$ cat src/rtl/we_regfile_pkg.sv
// we_regfile_pkg: shared constants and the byte-strobe merge helper used by
// both the storage registers and the optional write-first read bypass.
package we_regfile_pkg;

  localparam int WE_REGFILE_WIDTH = 32;
  localparam int WE_REGFILE_DEPTH = 8;

  // Widest word the merge helper handles; callers cast their own width in/out.
  localparam int MERGE_MAX_W = 256;
  localparam int MERGE_MAX_STRB_W = MERGE_MAX_W / 8;

  // Lanes with a set strobe bit take new_val, the others keep old_val.
  function automatic logic [MERGE_MAX_W-1:0] strb_merge(
    input logic [MERGE_MAX_W-1:0]      old_val,
    input logic [MERGE_MAX_W-1:0]      new_val,
    input logic [MERGE_MAX_STRB_W-1:0] strb
  );
    logic [MERGE_MAX_W-1:0] res;
    res = '0;
    for (int i = 0; i < MERGE_MAX_STRB_W; i++) begin
      res[8*i +: 8] = strb[i] ? new_val[8*i +: 8] : old_val[8*i +: 8];
    end
    return res;
  endfunction

endpackage

$ cat src/rtl/we_regfile_byte_we_reg.sv
// byte_we_reg: one WIDTH-bit register with per-byte write enables and an
// asynchronous active-high reset to RESET_VAL.
module byte_we_reg
  import we_regfile_pkg::*;
#(
  parameter int                 WIDTH     = WE_REGFILE_WIDTH,
  parameter logic [WIDTH-1:0]   RESET_VAL = '0,
  localparam int                STRB_W    = WIDTH / 8
) (
  input  logic              clk,
  input  logic              rst,
  input  logic              we_in,
  input  logic [STRB_W-1:0] strb_in,
  input  logic [WIDTH-1:0]  d_in,
  output logic [WIDTH-1:0]  q_out
);

  logic [WIDTH-1:0] val_q;
  logic [WIDTH-1:0] val_d;

  // Next value: strobed lanes from d_in when selected, otherwise hold.
  always_comb begin
    val_d = val_q;
    if (we_in) begin
      val_d = WIDTH'(strb_merge(MERGE_MAX_W'(val_q), MERGE_MAX_W'(d_in),
                                MERGE_MAX_STRB_W'(strb_in)));
    end else begin
      val_d = val_q;
    end
  end

  // Storage flop with asynchronous reset to the configured reset value.
  always_ff @(posedge clk or posedge rst) begin
    if (rst) begin
      val_q <= RESET_VAL;
    end else begin
      val_q <= val_d;
    end
  end

  assign q_out = val_q;

endmodule

$ cat src/rtl/we_regfile.sv
// we_regfile: DEPTH x WIDTH register bank, one byte-strobed write port, two
// registered read ports (1-cycle latency) and an out-of-range error pulse.
// Build option: define WE_REGFILE_BYPASS_EN for write-first reads on a
// same-cycle same-address collision; default build is read-first.
module we_regfile
  import we_regfile_pkg::*;
#(
  parameter int               WIDTH     = WE_REGFILE_WIDTH,
  parameter int               DEPTH     = WE_REGFILE_DEPTH,
  parameter logic [WIDTH-1:0] RESET_VAL = '0,
  localparam int              ADDR_W    = $clog2(DEPTH),
  localparam int              STRB_W    = WIDTH / 8
) (
  input  logic              clk,
  input  logic              rst,
  input  logic              wr_in,
  input  logic [ADDR_W-1:0] wr_addr,
  input  logic [WIDTH-1:0]  wr_data,
  input  logic [STRB_W-1:0] wr_strb,
  input  logic              rd0_en,
  input  logic [ADDR_W-1:0] rd0_addr,
  output logic [WIDTH-1:0]  rd0_data,
  output logic              rd0_valid,
  input  logic              rd1_en,
  input  logic [ADDR_W-1:0] rd1_addr,
  output logic [WIDTH-1:0]  rd1_data,
  output logic              rd1_valid,
  output logic              err_out
);

  // One extra bit so DEPTH itself is representable for the range compare.
  localparam logic [ADDR_W:0] DEPTH_L = DEPTH[ADDR_W:0];

  logic [WIDTH-1:0] bank_s [DEPTH];
  logic [DEPTH-1:0] wr_sel_s;
  logic             wr_ok_s;
  logic             rd0_ok_s;
  logic             rd1_ok_s;
  logic [WIDTH-1:0] rd0_sel_s;
  logic [WIDTH-1:0] rd1_sel_s;
  logic [WIDTH-1:0] rd0_word_s;
  logic [WIDTH-1:0] rd1_word_s;

  logic [WIDTH-1:0] rd0_data_q,  rd0_data_d;
  logic [WIDTH-1:0] rd1_data_q,  rd1_data_d;
  logic             rd0_valid_q, rd0_valid_d;
  logic             rd1_valid_q, rd1_valid_d;
  logic             err_q,       err_d;

  // Range checks and per-register write select decode.
  always_comb begin
    wr_ok_s  = wr_in & ({1'b0, wr_addr} < DEPTH_L);
    rd0_ok_s = ({1'b0, rd0_addr} < DEPTH_L);
    rd1_ok_s = ({1'b0, rd1_addr} < DEPTH_L);
    wr_sel_s = '0;
    for (int i = 0; i < DEPTH; i++) begin
      wr_sel_s[i] = wr_ok_s & (wr_addr == ADDR_W'(i));
    end
  end

  // Storage: DEPTH byte-enabled registers.
  for (genvar g = 0; g < DEPTH; g++) begin : g_reg
    byte_we_reg #(
      .WIDTH     (WIDTH),
      .RESET_VAL (RESET_VAL)
    ) u_reg (
      .clk     (clk),
      .rst     (rst),
      .we_in   (wr_sel_s[g]),
      .strb_in (wr_strb),
      .d_in    (wr_data),
      .q_out   (bank_s[g])
    );
  end

  // Read muxes; out-of-range addresses read as zero.
  always_comb begin
    rd0_sel_s = '0;
    rd1_sel_s = '0;
    for (int i = 0; i < DEPTH; i++) begin
      rd0_sel_s = (rd0_addr == ADDR_W'(i)) ? bank_s[i] : rd0_sel_s;
      rd1_sel_s = (rd1_addr == ADDR_W'(i)) ? bank_s[i] : rd1_sel_s;
    end
    rd0_word_s = rd0_ok_s ? rd0_sel_s : '0;
    rd1_word_s = rd1_ok_s ? rd1_sel_s : '0;
`ifdef WE_REGFILE_BYPASS_EN
    // Write-first: a colliding in-range write is merged into the read word.
    rd0_word_s = (wr_ok_s && rd0_ok_s && (rd0_addr == wr_addr)) ?
                 WIDTH'(strb_merge(MERGE_MAX_W'(rd0_word_s), MERGE_MAX_W'(wr_data),
                                   MERGE_MAX_STRB_W'(wr_strb))) : rd0_word_s;
    rd1_word_s = (wr_ok_s && rd1_ok_s && (rd1_addr == wr_addr)) ?
                 WIDTH'(strb_merge(MERGE_MAX_W'(rd1_word_s), MERGE_MAX_W'(wr_data),
                                   MERGE_MAX_STRB_W'(wr_strb))) : rd1_word_s;
`else
    // Read-first: the read sees the contents before this cycle's write.
    rd0_word_s = rd0_word_s;
    rd1_word_s = rd1_word_s;
`endif
  end

  // Output next-state: data holds when idle, valid and error are one-shot.
  always_comb begin
    rd0_data_d  = rd0_en ? rd0_word_s : rd0_data_q;
    rd1_data_d  = rd1_en ? rd1_word_s : rd1_data_q;
    rd0_valid_d = rd0_en;
    rd1_valid_d = rd1_en;
    err_d       = (wr_in & ~wr_ok_s) | (rd0_en & ~rd0_ok_s) | (rd1_en & ~rd1_ok_s);
  end

  // Registered outputs with asynchronous clear.
  always_ff @(posedge clk or posedge rst) begin
    if (rst) begin
      rd0_data_q  <= '0;
      rd1_data_q  <= '0;
      rd0_valid_q <= 1'b0;
      rd1_valid_q <= 1'b0;
      err_q       <= 1'b0;
    end else begin
      rd0_data_q  <= rd0_data_d;
      rd1_data_q  <= rd1_data_d;
      rd0_valid_q <= rd0_valid_d;
      rd1_valid_q <= rd1_valid_d;
      err_q       <= err_d;
    end
  end

  assign rd0_data  = rd0_data_q;
  assign rd1_data  = rd1_data_q;
  assign rd0_valid = rd0_valid_q;
  assign rd1_valid = rd1_valid_q;
  assign err_out   = err_q;

endmodule
$ cat config.mk
export PLATFORM = sky130hd
export DESIGN_NAME = we_regfile
export DESIGN_NICKNAME = d
export VERILOG_FILES = /design/src/rtl/we_regfile_pkg.sv /design/src/rtl/we_regfile_byte_we_reg.sv /design/src/rtl/we_regfile.sv
export SDC_FILE = /design/constraint.sdc
export NUM_CORES = 1
export LEC_CHECK = 0
export ABC_AREA = 0
export BUFFER_PORTS_ARGS = -buffer_cell sky130_fd_sc_hd__buf_4
export CAP_MARGIN = 15
export CORE_ASPECT_RATIO = 1.75
export CORE_UTILIZATION = 50
export CTS_BUF_LIST = sky130_fd_sc_hd__clkbuf_16
export DETAILED_ROUTE_END_ITERATION = 10
export GPL_TIMING_DRIVEN = 0
export MAX_ROUTING_LAYER = met4
export PLACE_DENSITY_LB_ADDON = 0.15
export REMOVE_ABC_BUFFERS = 1
export SYNTH_ARGS = -nofsm -noshare
export SYNTH_HDL_FRONTEND = slang
export SYNTH_HIERARCHICAL = 1
export SYNTH_SLANG_ARGS = --single-unit
$ cat constraint.sdc
create_clock -name clk -period 2.2 [get_ports clk]
set_input_delay 0.11 -clock clk [delete_from_list [all_inputs] [get_ports clk]]
set_output_delay 0.11 -clock clk [all_outputs]
set_load 0.005 [all_outputs]
* Word level (Yosys, flattened, before mapping)
Index checks and enable logic that the tools add are counted.
** Cells by class
- Bitwise operators :: 8
- Reductions and logical operators :: 35
- Mux-type cells :: 16
- Equal/unequal tests :: 21
** Operators by type and width (number)
- two-way mux 32 bit :: 16
- AND reduction 2 bit :: 32
- equality test 3 bit (second input constant) :: 12
- equality test 3 x 2 -> 1 bit (second input constant) :: 6
- equality test 3 x 1 -> 1 bit (second input constant) :: 3
- logical NOT 3 bit :: 3
- bitwise AND 1 bit :: 8
** Word-level totals
- Register bits after elaboration :: 322
- Output and inout bits :: 67
- Input bits :: 50
- Word-level logic and storage cells :: 116

* Logic depth before layout (Yosys ltp)
Gate-level depths: netlist (run 1).
- Depth after elaboration :: 9
- Depth in mapped cells :: 8
- Mapped depth without buffers :: 4

* By module
Netlist (run 1), hierarchy kept.
** By module, submodules not included
- byte_we_reg :: area an instance 1189.9 um2, cells each 69, times used 8, sequential area each 800.8 um2
- we_regfile :: area an instance 7666.1 um2, cells each 963, times used 1, sequential area each 1651.6 um2

* Worst setup path before layout (run 1)
No wires, ideal clock.
- Path type :: input -> register
- Start point :: input wr_addr[1]
- End point :: register g_reg[0].u_reg.val_q[10]
- Arrival :: 1.238 ns
- Setup time :: 0.125 ns
- Required time :: 2.075 ns
- Path slack :: 0.837 ns
- Buffers on the path :: 0
- Stages on the path :: 4
- Cells stage by stage :: nand2b_1 nor3_1 nand2_2 mux2_2
** Between the ends
- Word-level cells in the longest chain between the ends :: 3
** Ends and longest elaborated chain
- start: declaration :: line we_regfile.sv:17 : input logic [ADDR_W-1:0] wr_addr,
- logical NOT 3 bit :: line we_regfile.sv:57 : wr_sel_s[i] = wr_ok_s & (wr_addr == ADDR_W'(i));
- bitwise AND 1 bit :: line we_regfile.sv:57
- named net wr_sel_s[0] :: line we_regfile.sv:35 : logic [DEPTH-1:0] wr_sel_s;
- AND reduction 2 bit (no line)
- end signal: assignment :: line we_regfile_byte_we_reg.sv:37 : val_q <= val_d;
- end: declaration :: line we_regfile_byte_we_reg.sv:18 : logic [WIDTH-1:0] val_q;
The timed path passes the listed nets, and every way through them passes these cells.
A chain may end at the register's enable or synchronous reset.

* Final worst setup path (run 1)
- Start point :: input rd0_addr[2]
- End point :: register rd0_data_q[5] (netlist: rd0_data[5])
** Between the ends
- Word-level cells in the longest chain between the ends :: 9
- Elaborated cells on any way between the ends :: 16
- Classes of those cells :: eq/ne (7); mux (8); reduce/logical (1)
** Ends and longest elaborated chain
- start: declaration :: line we_regfile.sv:21 : input logic [ADDR_W-1:0] rd0_addr,
- logical NOT 3 bit :: line we_regfile.sv:81 : rd0_sel_s = (rd0_addr == ADDR_W'(i)) ? bank_s[i] : rd0_sel_s;
- two-way mux 32 bit (7 in a row) :: line we_regfile.sv:81
- two-way mux 32 bit (*) :: line we_regfile.sv:81
- end signal: assignment :: line we_regfile.sv:119 : rd0_data_q <= rd0_data_d;
- end: declaration :: line we_regfile.sv:44 : logic [WIDTH-1:0] rd0_data_q, rd0_data_d;
Every way passes the cells marked *; elsewhere a longest branch is shown, timed or not.

==> results.txt, run 1 <==
----------------------------------------------------
[Place]
  Port Buffers ... approximately 120
  Instance area after placement ... approximately 18000 um2
  Count of placed standard cells including taps ... 1990
  Detailed placer's ending HPWL ... 31600 um
  Last weighted congestion value of the routability-driven placer ... 0.812
  Setup WS pre-CTS ... -0.964 ns

[Floorplanning]
  Initial Utilization ... 0.509
  Width of the chip ... 142 um
  Die Area ... between 30000 and 40000 um2
  Die Height ... 247 um
  CORE AREA ... 33700 um2
  Total I/O pin count ... 117
  Row cnt ... approximately 90

[Final layout]
  Antenna fix cells ... 0
  Area overhead of the layout relative to synthesis ... 15.1%
  Final Instance Count excl. Fillers ... 2080
  Post-route cell area ... ~20000 um2
  Final standard cell utilization of the core ... 0.586
  # nets final ... between 1500 and 2000
  Layout cells sized above 1 ... 0.343

[STA]
  Max Fclk ... between 400 and 500 MHz
  Period utilization ... 0.978
  Slew margin rel. ... 0.183
  RSZ-0062 raised after global routing ... false
  Slew at the pin closest to its max-slew limit ... 1.22 ns
  Aggregate negative setup slack ... 0 ns
  Min Hold Slack ... about 0.079 ns
  Clock Skews ... roughly 0.012 ns
  Final setup vio count ... 0
  Min cycle time layout ... between 2 and 2.5 ns
  Max Transition Viols Final ... 0
  Setup slack of the critical path after layout ... 0.0493 ns
  Number of endpoints with negative hold slack in the final report ... 0

[Power and ir drop]
  Power density relative to cell area ... 916 nW/um2
  Int Power ... 13.0 mW
  Total chip power ... approximately 18 mW
  Share of total power consumed by net switching ... 0.285
  Clock group share of total power ... 0.324
  Static leakage ... ~8.6 nW
  Power spent charging and discharging nets ... 5.16 mW
  Relative contribution of sequential cells to total power ... 0.455
  VDD IR max ... about 0.77 mV
  Combinational cell fraction of total power ... 0.220

[Clock network]
  Postcts setup bufs ... 0
  Max Buffers Root-to-Sink ... 3
  Clock tree from TritonCTS ... yes
  Total clock sinks ... 322
  CTS HTree Levels ... 1
  Master cell of the clock root buffer ... clkbuf_16
  Later-pin clock latency in the skew report ... around 0.59 ns
  CTS buffer count ... 30
  Clock slew seen by the registers of the worst setup and hold paths ... ~0.07 ns

[Worst hold path]
  Worst min-delay path category ... in -> reg

[Logic synthesis]
  Yosys Warn Count ... 6
  Proportion of synthesized chip area in sequential cells ... 0.469
  Count of mapped cells out of synthesis ... 1515
  Biggest area consumer among synthesized cells ... dfrtp_1
  Commonest cells in the synthesized netlist ... 322 x dfrtp_1, 301 x mux2_2, 86 x o21ai_0
  Primary FF master, synth ... dfrtp_1
  Number of different library cells in the post-synthesis netlist ... 47
  Post-synth ARST share ... 1.00
  Syn Std Cell Area ... about 17000 um2
  Leading post-synthesis cells by cell area ... dfrtp_1 47%, mux2_2 20%, mux2i_1 5.0%, o22ai_1 2.9%, o21ai_0 2.5%
  Most frequent cell after synthesis ... dfrtp_1
  Number of flops mapped to enable cells by yosys ... 0
  Synth Area per Inst ... 11.3 um2
  Post-synth top area share ... 0.469
  #FFs+latches synth ... about 320

[Outcome]
  Outcome ... completed

[Flow run]
  Max-capacitance violation count ... 0

[Worst setup path]
  Class of the most critical setup path ... in -> reg
  Data arrival time of the worst path ... about 2.7 ns
  CP Launch Point ... rd0_addr[2]
  Critical Path End ... rd0_data[5]
  Required arrival time at the worst endpoint ... between 2 and 3 ns
  Capture instance of the worst register-to-register path ... rd0_data[5]
  Launch point of the worst reg-to-reg path ... g_reg[4].u_reg/q_out[5]
  FF-to-FF path depth ... 4
  Startpoint Class ... input port
  Reg2Reg Setup Slack ... 0.74 ns
  Setup crit end kind ... flip-flop
  Maximum fanout along the worst path ... 89

[Global route]
  Final global-route overflow total ... 0
  Wire length of the first global-routing pass ... 81700 um
  Largest net degree at the start of global routing ... ~110
  Via count of the first global-routing pass ... 13200
  GRT Util Overall ... 0.325
  Number of antenna violations at the first check in global routing ... 0

[Routing]
  Detailed-route wire length ... 54000 um
  Router iterations before antenna repair ... 5
  Number of antenna-violating nets in the routed design ... 0
  DRC violations left ... 0
  Vias ... approximately 13000
  Initial drt markers ... ~860
  Routed wirelength normalized by instance count ... between 20 and 30 um
  Routed via count divided by cell count ... about 6.3

----------------------------------------------------
==> power by group through the flow <==
stage | Combinational [mW] | Clock (mW) | Sequential (mW)
global placement | 3.78 | 0 | 8.26
detailed placement | 3.93 | 0 | 8.34
CTS | 3.99 | 5.93 | 8.23
finish | 3.99 | 5.88 | 8.25
floorplan | 2.56 | 0 | 8.05
global route | 4.34 | 6.17 | 8.43
==> worst min path at each step <==
stage	depth (start not counted)	start	to	slack (ns)
after floorplan	0	rd0_en	rd0_valid	0.14
after global placement	2	wr_data[16]	g_reg[7].u_reg/q_out[16]	0.41
after detailed placement	2	rst	rd0_data[9]	0.21
after CTS	1	rd1_en	rd1_valid	0.09
after global routing	3	rd0_addr[0]	rd0_data[30]	0.11
final	3	rd0_addr[0]	rd0_data[28]	0.08
==> layout by cell type (no fill, tap or decap), types with 9 or more instances in the layout <==
| cell | instances |
|---|---|
| o221ai_1 | 20 |
| a31o_2 | 32 |
| inv_1 | 65 |
| a2bb2oi_1 | 9 |
| mux2i_1 | 85 |
| o21ai_0 | 86 |
| nor2_1 | 35 |
| a221oi_1 | 10 |
| o21a_1 | 30 |
| a21oi_1 | 81 |
| nand3b_1 | 11 |
| nand2_2 | 32 |
| clkbuf_16 | 31 |
| nor2b_1 | 26 |
| dlygate4sd3_1 | 33 |
| nand2_1 | 37 |
| a32o_1 | 11 |
| buf_4 | 112 |
| mux2_2 | 301 |
| a21boi_0 | 25 |
| dfrtp_1 | 322 |
| o22ai_1 | 80 |
| nor3b_1 | 30 |
==> cell type report <==
cell class,instances,area (um2)
clock buffers,31,776
clock inverters,25,312
fillers,2899,14000
inverters,71,269
multi-input cells,1014,8260
flip-flops and latches,322,8060
well taps,455,569
repair buffers,162,1550
==> timing repair <==
action                     4_1_cts  5_1_grt
hold endpoints to repair       433        0
resized for setup                2        1
hold buffers                    33        0
pin swaps                        0        0
setup endpoints to repair       15        4
==> worst max-delay path, stage by stage <==
cell and delay [ns]:
buf_4 0.80, nand2b_1 0.84, o22ai_1 0.15, a221oi_1 0.48, mux2_2 0.25
==> routing by layer <==
metal	wire [um]	vias up	part of all wire	global-route usage
met5	0	-	0	-
met4	2380	0	0.044	0.139
met3	3150	136	0.058	0.0381
met2	27000	515	0.50	0.541
met1	21500	6616	0.40	0.397
li1	-	5778	-	-
==> logic make-up after synthesis <==
family,share of synthesized area
AOI/OAI and AO/OA,0.165
and+or+nand+nor,0.0639
buffers and inverters,0.0515
DFF,0.469
muxes,0.250
other,0.000218
==> state kept, by name (all words and copies together) (netlist names) <==
register	cells
g.u_reg/q_out	256
rd0_data	32
rd1_data	32
rd0_valid	1
rd1_valid	1
Note: power is estimated with default switching activity, not from simulation.
==> run 2, diff against run 1 <==
--- a/config.mk
+++ b/config.mk
@@ -7,7 +7,7 @@
 export LEC_CHECK = 0
 export ABC_AREA = 0
 export BUFFER_PORTS_ARGS = -buffer_cell sky130_fd_sc_hd__buf_4
-export CAP_MARGIN = 15
+export CAP_MARGIN = 25
 export CORE_ASPECT_RATIO = 1.75
 export CORE_UTILIZATION = 50
 export CTS_BUF_LIST = sky130_fd_sc_hd__clkbuf_16
@@ -18,5 +18,4 @@
 export REMOVE_ABC_BUFFERS = 1
 export SYNTH_ARGS = -nofsm -noshare
 export SYNTH_HDL_FRONTEND = slang
-export SYNTH_HIERARCHICAL = 1
 export SYNTH_SLANG_ARGS = --single-unit
==> constraint.sdc (replaced) <==
create_clock -name clk -period 2.3 [get_ports clk]
set_input_delay 0.115 -clock clk [delete_from_list [all_inputs] [get_ports clk]]
set_output_delay 0.115 -clock clk [all_outputs]
set_load 0.005 [all_outputs]
==> results.txt, run 2 <==
----------------------------------------------------
[Power and ir drop]
  Static leakage ... between 8 and 9 nW
  Int Power ... roughly 12 mW
  Total chip power ... between 15 and 20 mW
  Combinational cell fraction of total power ... 0.212
  Clock group share of total power ... 0.321
  Power spent charging and discharging nets ... 4.73 mW
  Relative contribution of sequential cells to total power ... 0.467
  VDD IR max ... around 0.69 mV
  Power density relative to cell area ... slightly below 900 nW/um2
  Share of total power consumed by net switching ... 0.283

[Clock network]
  Master cell of the clock root buffer ... clkbuf_16
  Later-pin clock latency in the skew report ... 0.58 ns
  Max Buffers Root-to-Sink ... 3
  Number of gates resized after CTS ... 0
  Clock slew seen by the registers of the worst setup and hold paths ... 0.07 ns
  Total clock sinks ... about 320
  CTS buffer count ... 31
  CTS HTree Levels ... 1
  Clock tree from TritonCTS ... yes
  Postcts setup bufs ... 0
  Number of hold buffers added after cts ... 37

[STA]
  Clock Skews ... 0.0162 ns
  Max Fclk ... 439 MHz
  Setup slack of the critical path after layout ... approximately 0.023 ns
  RSZ-0062 raised after global routing ... false
  Slew at the pin closest to its max-slew limit ... about 1.1 ns
  Slew margin rel. ... 0.278
  Min cycle time layout ... about 2.3 ns
  Max Transition Viols Final ... 0
  Min Hold Slack ... about 0.029 ns
  Final setup vio count ... 0
  Number of endpoints with negative hold slack in the final report ... 0
  Period utilization ... 0.990

[Flow run]
  Max-capacitance violation count ... 0

[Place]
  Port Buffers ... around 120
  Count of placed standard cells including taps ... about 1900
  Last weighted congestion value of the routability-driven placer ... just under 0.8
  Setup WS pre-CTS ... -0.529 ns
  Detailed placer's ending HPWL ... roughly 29000 um

[Logic synthesis]
  Post-synth ARST share ... 1.00
  Syn Std Cell Area ... 16600 um2
  Primary FF master, synth ... dfrtp_1
  Leading post-synthesis cells by cell area ... dfrtp_1 48%, mux2_2 18%, mux2i_1 5.9%, o21ai_0 4.1%, a21oi_1 2.5%
  Biggest area consumer among synthesized cells ... dfrtp_1
  Proportion of synthesized chip area in sequential cells ... 0.484
  Count of mapped cells out of synthesis ... ~1500
  Commonest cells in the synthesized netlist ... 322 x dfrtp_1, 270 x mux2_2, 135 x o21ai_0
  Synth Area per Inst ... approximately 11 um2
  #FFs+latches synth ... ~320
  Post-synth top area share ... 0.484
  Number of different library cells in the post-synthesis netlist ... 53
  Most frequent cell after synthesis ... dfrtp_1
  Number of flops mapped to enable cells by yosys ... 0
  Yosys Warn Count ... 0

[Worst hold path]
  Worst min-delay path category ... in -> reg
  Worst Hold Launch ... rd1_addr[1]
  Cell count of the worst hold path ... 3
  WHS Endpoint ... rd1_data[23]

[Worst setup path]
  Capture instance of the worst register-to-register path ... rd1_data[8]
  Startpoint Class ... input port
  Largest stage delay on the critical path ... ~0.83 ns
  Class of the most critical setup path ... in -> reg
  Required arrival time at the worst endpoint ... 2.73 ns
  Total buffers and inverters traversed by the critical path ... 3
  Maximum fanout along the worst path ... 68
  Worst path top cell family by delay ... buffers and inverters
  Worst-path cell with the longest stage delay ... clkinv_1
  Setup crit end kind ... flip-flop
  Sequence of cells on the critical path ... buf_4, buf_16, clkinv_1, mux4_2, a22oi_1, a21oi_1
  Data arrival time of the worst path ... roughly 2.7 ns
  Reg2Reg Setup Slack ... 0.63 ns
  FF-to-FF path depth ... 4
  Launch point of the worst reg-to-reg path ... g_reg[0].u_reg.q_out[8]

[Final layout]
  Area overhead of the layout relative to synthesis ... 16.3%
  Final Instance Count excl. Fillers ... 2001
  Number of fill cells ... roughly 2800
  Highest-count cells in the layout ignoring fill and taps ... 322 x dfrtp_1, 270 x mux2_2, 135 x o21ai_0
  Final standard cell utilization of the core ... 0.589
  # nets final ... 1620
  Flip-flop count of the largest register, all copies and words added ... between 200 and 300
  Layout cells sized above 1 ... 0.321
  Area used by sequential logic in the layout ... a little over 8000 um2
  Multi-input gate area in the final layout ... 7900 um2
  Most frequent standard cell in the layout excluding fill and tap cells ... dfrtp_1

[Routing]
  Detailed-route wire length ... about 48000 um
  Initial drt markers ... between 800 and 900
  Routed via count divided by cell count ... about 6.3
  Vias ... between 10000 and 15000
  DRC violations left ... 0
  Routed wirelength normalized by instance count ... 24.1 um
  Number of antenna-violating nets in the routed design ... 0
  Router iterations before antenna repair ... 5

[Global route]
  Final global-route overflow total ... 0
  Largest net degree at the start of global routing ... 130
  Number of antenna violations at the first check in global routing ... 2
  Wire length of the first global-routing pass ... approximately 75000 um
  GRT Util Overall ... 0.299
  Via count of the first global-routing pass ... between 10000 and 15000

[Floorplanning]
  Die Area ... approximately 34000 um2
  Initial Utilization ... 0.507
  Row cnt ... between 80 and 90
  Die Height ... ~240 um
  CORE AREA ... around 33000 um2
  Width of the chip ... 140 um
  Total I/O pin count ... around 120

[Outcome]
  Outcome ... completed

----------------------------------------------------
## run 2: changes by cell type after synthesis, sizes merged, moves of 27 or more
cell and delta:
o21ai +45, nor3b -29, o22ai -31, nor2 +27, a31o -37, mux2 -32
## run 2: per-layer routing
layer  vias to the layer above  track usage  part of all wire
met5                         -            -                 0
met4                         0        0.117             0.036
met3                       122       0.0297             0.043
met2                       376        0.516              0.51
met1                      6476        0.359              0.41
li1                       5658            -                 -
## run 2: worst max-delay path by stage
| stage | slack, ns | cells past startpoint | end | from |
|---|---|---|---|---|
| 2_1_floorplan | -6.73 | 1 | g_reg[0].u_reg.q_out[0] | rst |
| 3_3_place_gp | -10.44 | 2 | g_reg[6].u_reg.q_out[23] | rst |
| 3_5_place_dp | -0.53 | 6 | rd1_data[8] | rd1_addr[1] |
| 4_1_cts | 0.09 | 6 | rd1_data[8] | rd1_addr[1] |
| 5_1_grt | 0.02 | 6 | rd1_data[8] | rd1_addr[1] |
| 6_report | 0.02 | 6 | rd1_data[8] | rd1_addr[1] |
## run 2: cells by family after synthesis
family | share of synthesized area
AOI/OAI and AO/OA | 0.160
buffers and inverters | 0.0423
DFF | 0.484
muxes | 0.255
other | 0.000225
and+or+nand+nor | 0.0579
## run 2: through the flow
step	TNS (ns)	instance area [um2]
after global placement	-3472.94	17500
after detailed placement	-6.61	17900
final	0	19300
after global routing	0	19300
after CTS	0	19300
after floorplan	-2166.41	16100
## run 2: layout make-up
type                            count  share of cell area
Clock inverter                     26              0.0137
Tap cell                          405              0.0262
Clock buffer                       31              0.0401
Multi-Input combinational cell    990               0.408
Timing Repair Buffer              170              0.0835
Inverter                           55              0.0111
Sequential cell                   322               0.417
Antenna cell                        2            0.000259
## run 2: power by group through the flow
| stage | logic (mW) | registers [mW] | clock network, mW |
|---|---|---|---|
| global placement | 3.36 | 7.86 | 0 |
| finish | 3.55 | 7.82 | 5.36 |
| global route | 3.89 | 7.99 | 5.68 |
| floorplan | 2.31 | 7.67 | 0 |
| CTS | 3.57 | 7.81 | 5.44 |
| detailed placement | 3.50 | 7.92 | 0 |
## run 2: worst register-to-register path: cells and delay by family (launching register included)
kind / cells / cell delay [ns]
multiplexers: 1 / 0.49
AO/OA/AOI/OAI: 2 / 0.43
flip-flops: 1 / 0.39
AND/OR/NAND/NOR: 1 / 0.21
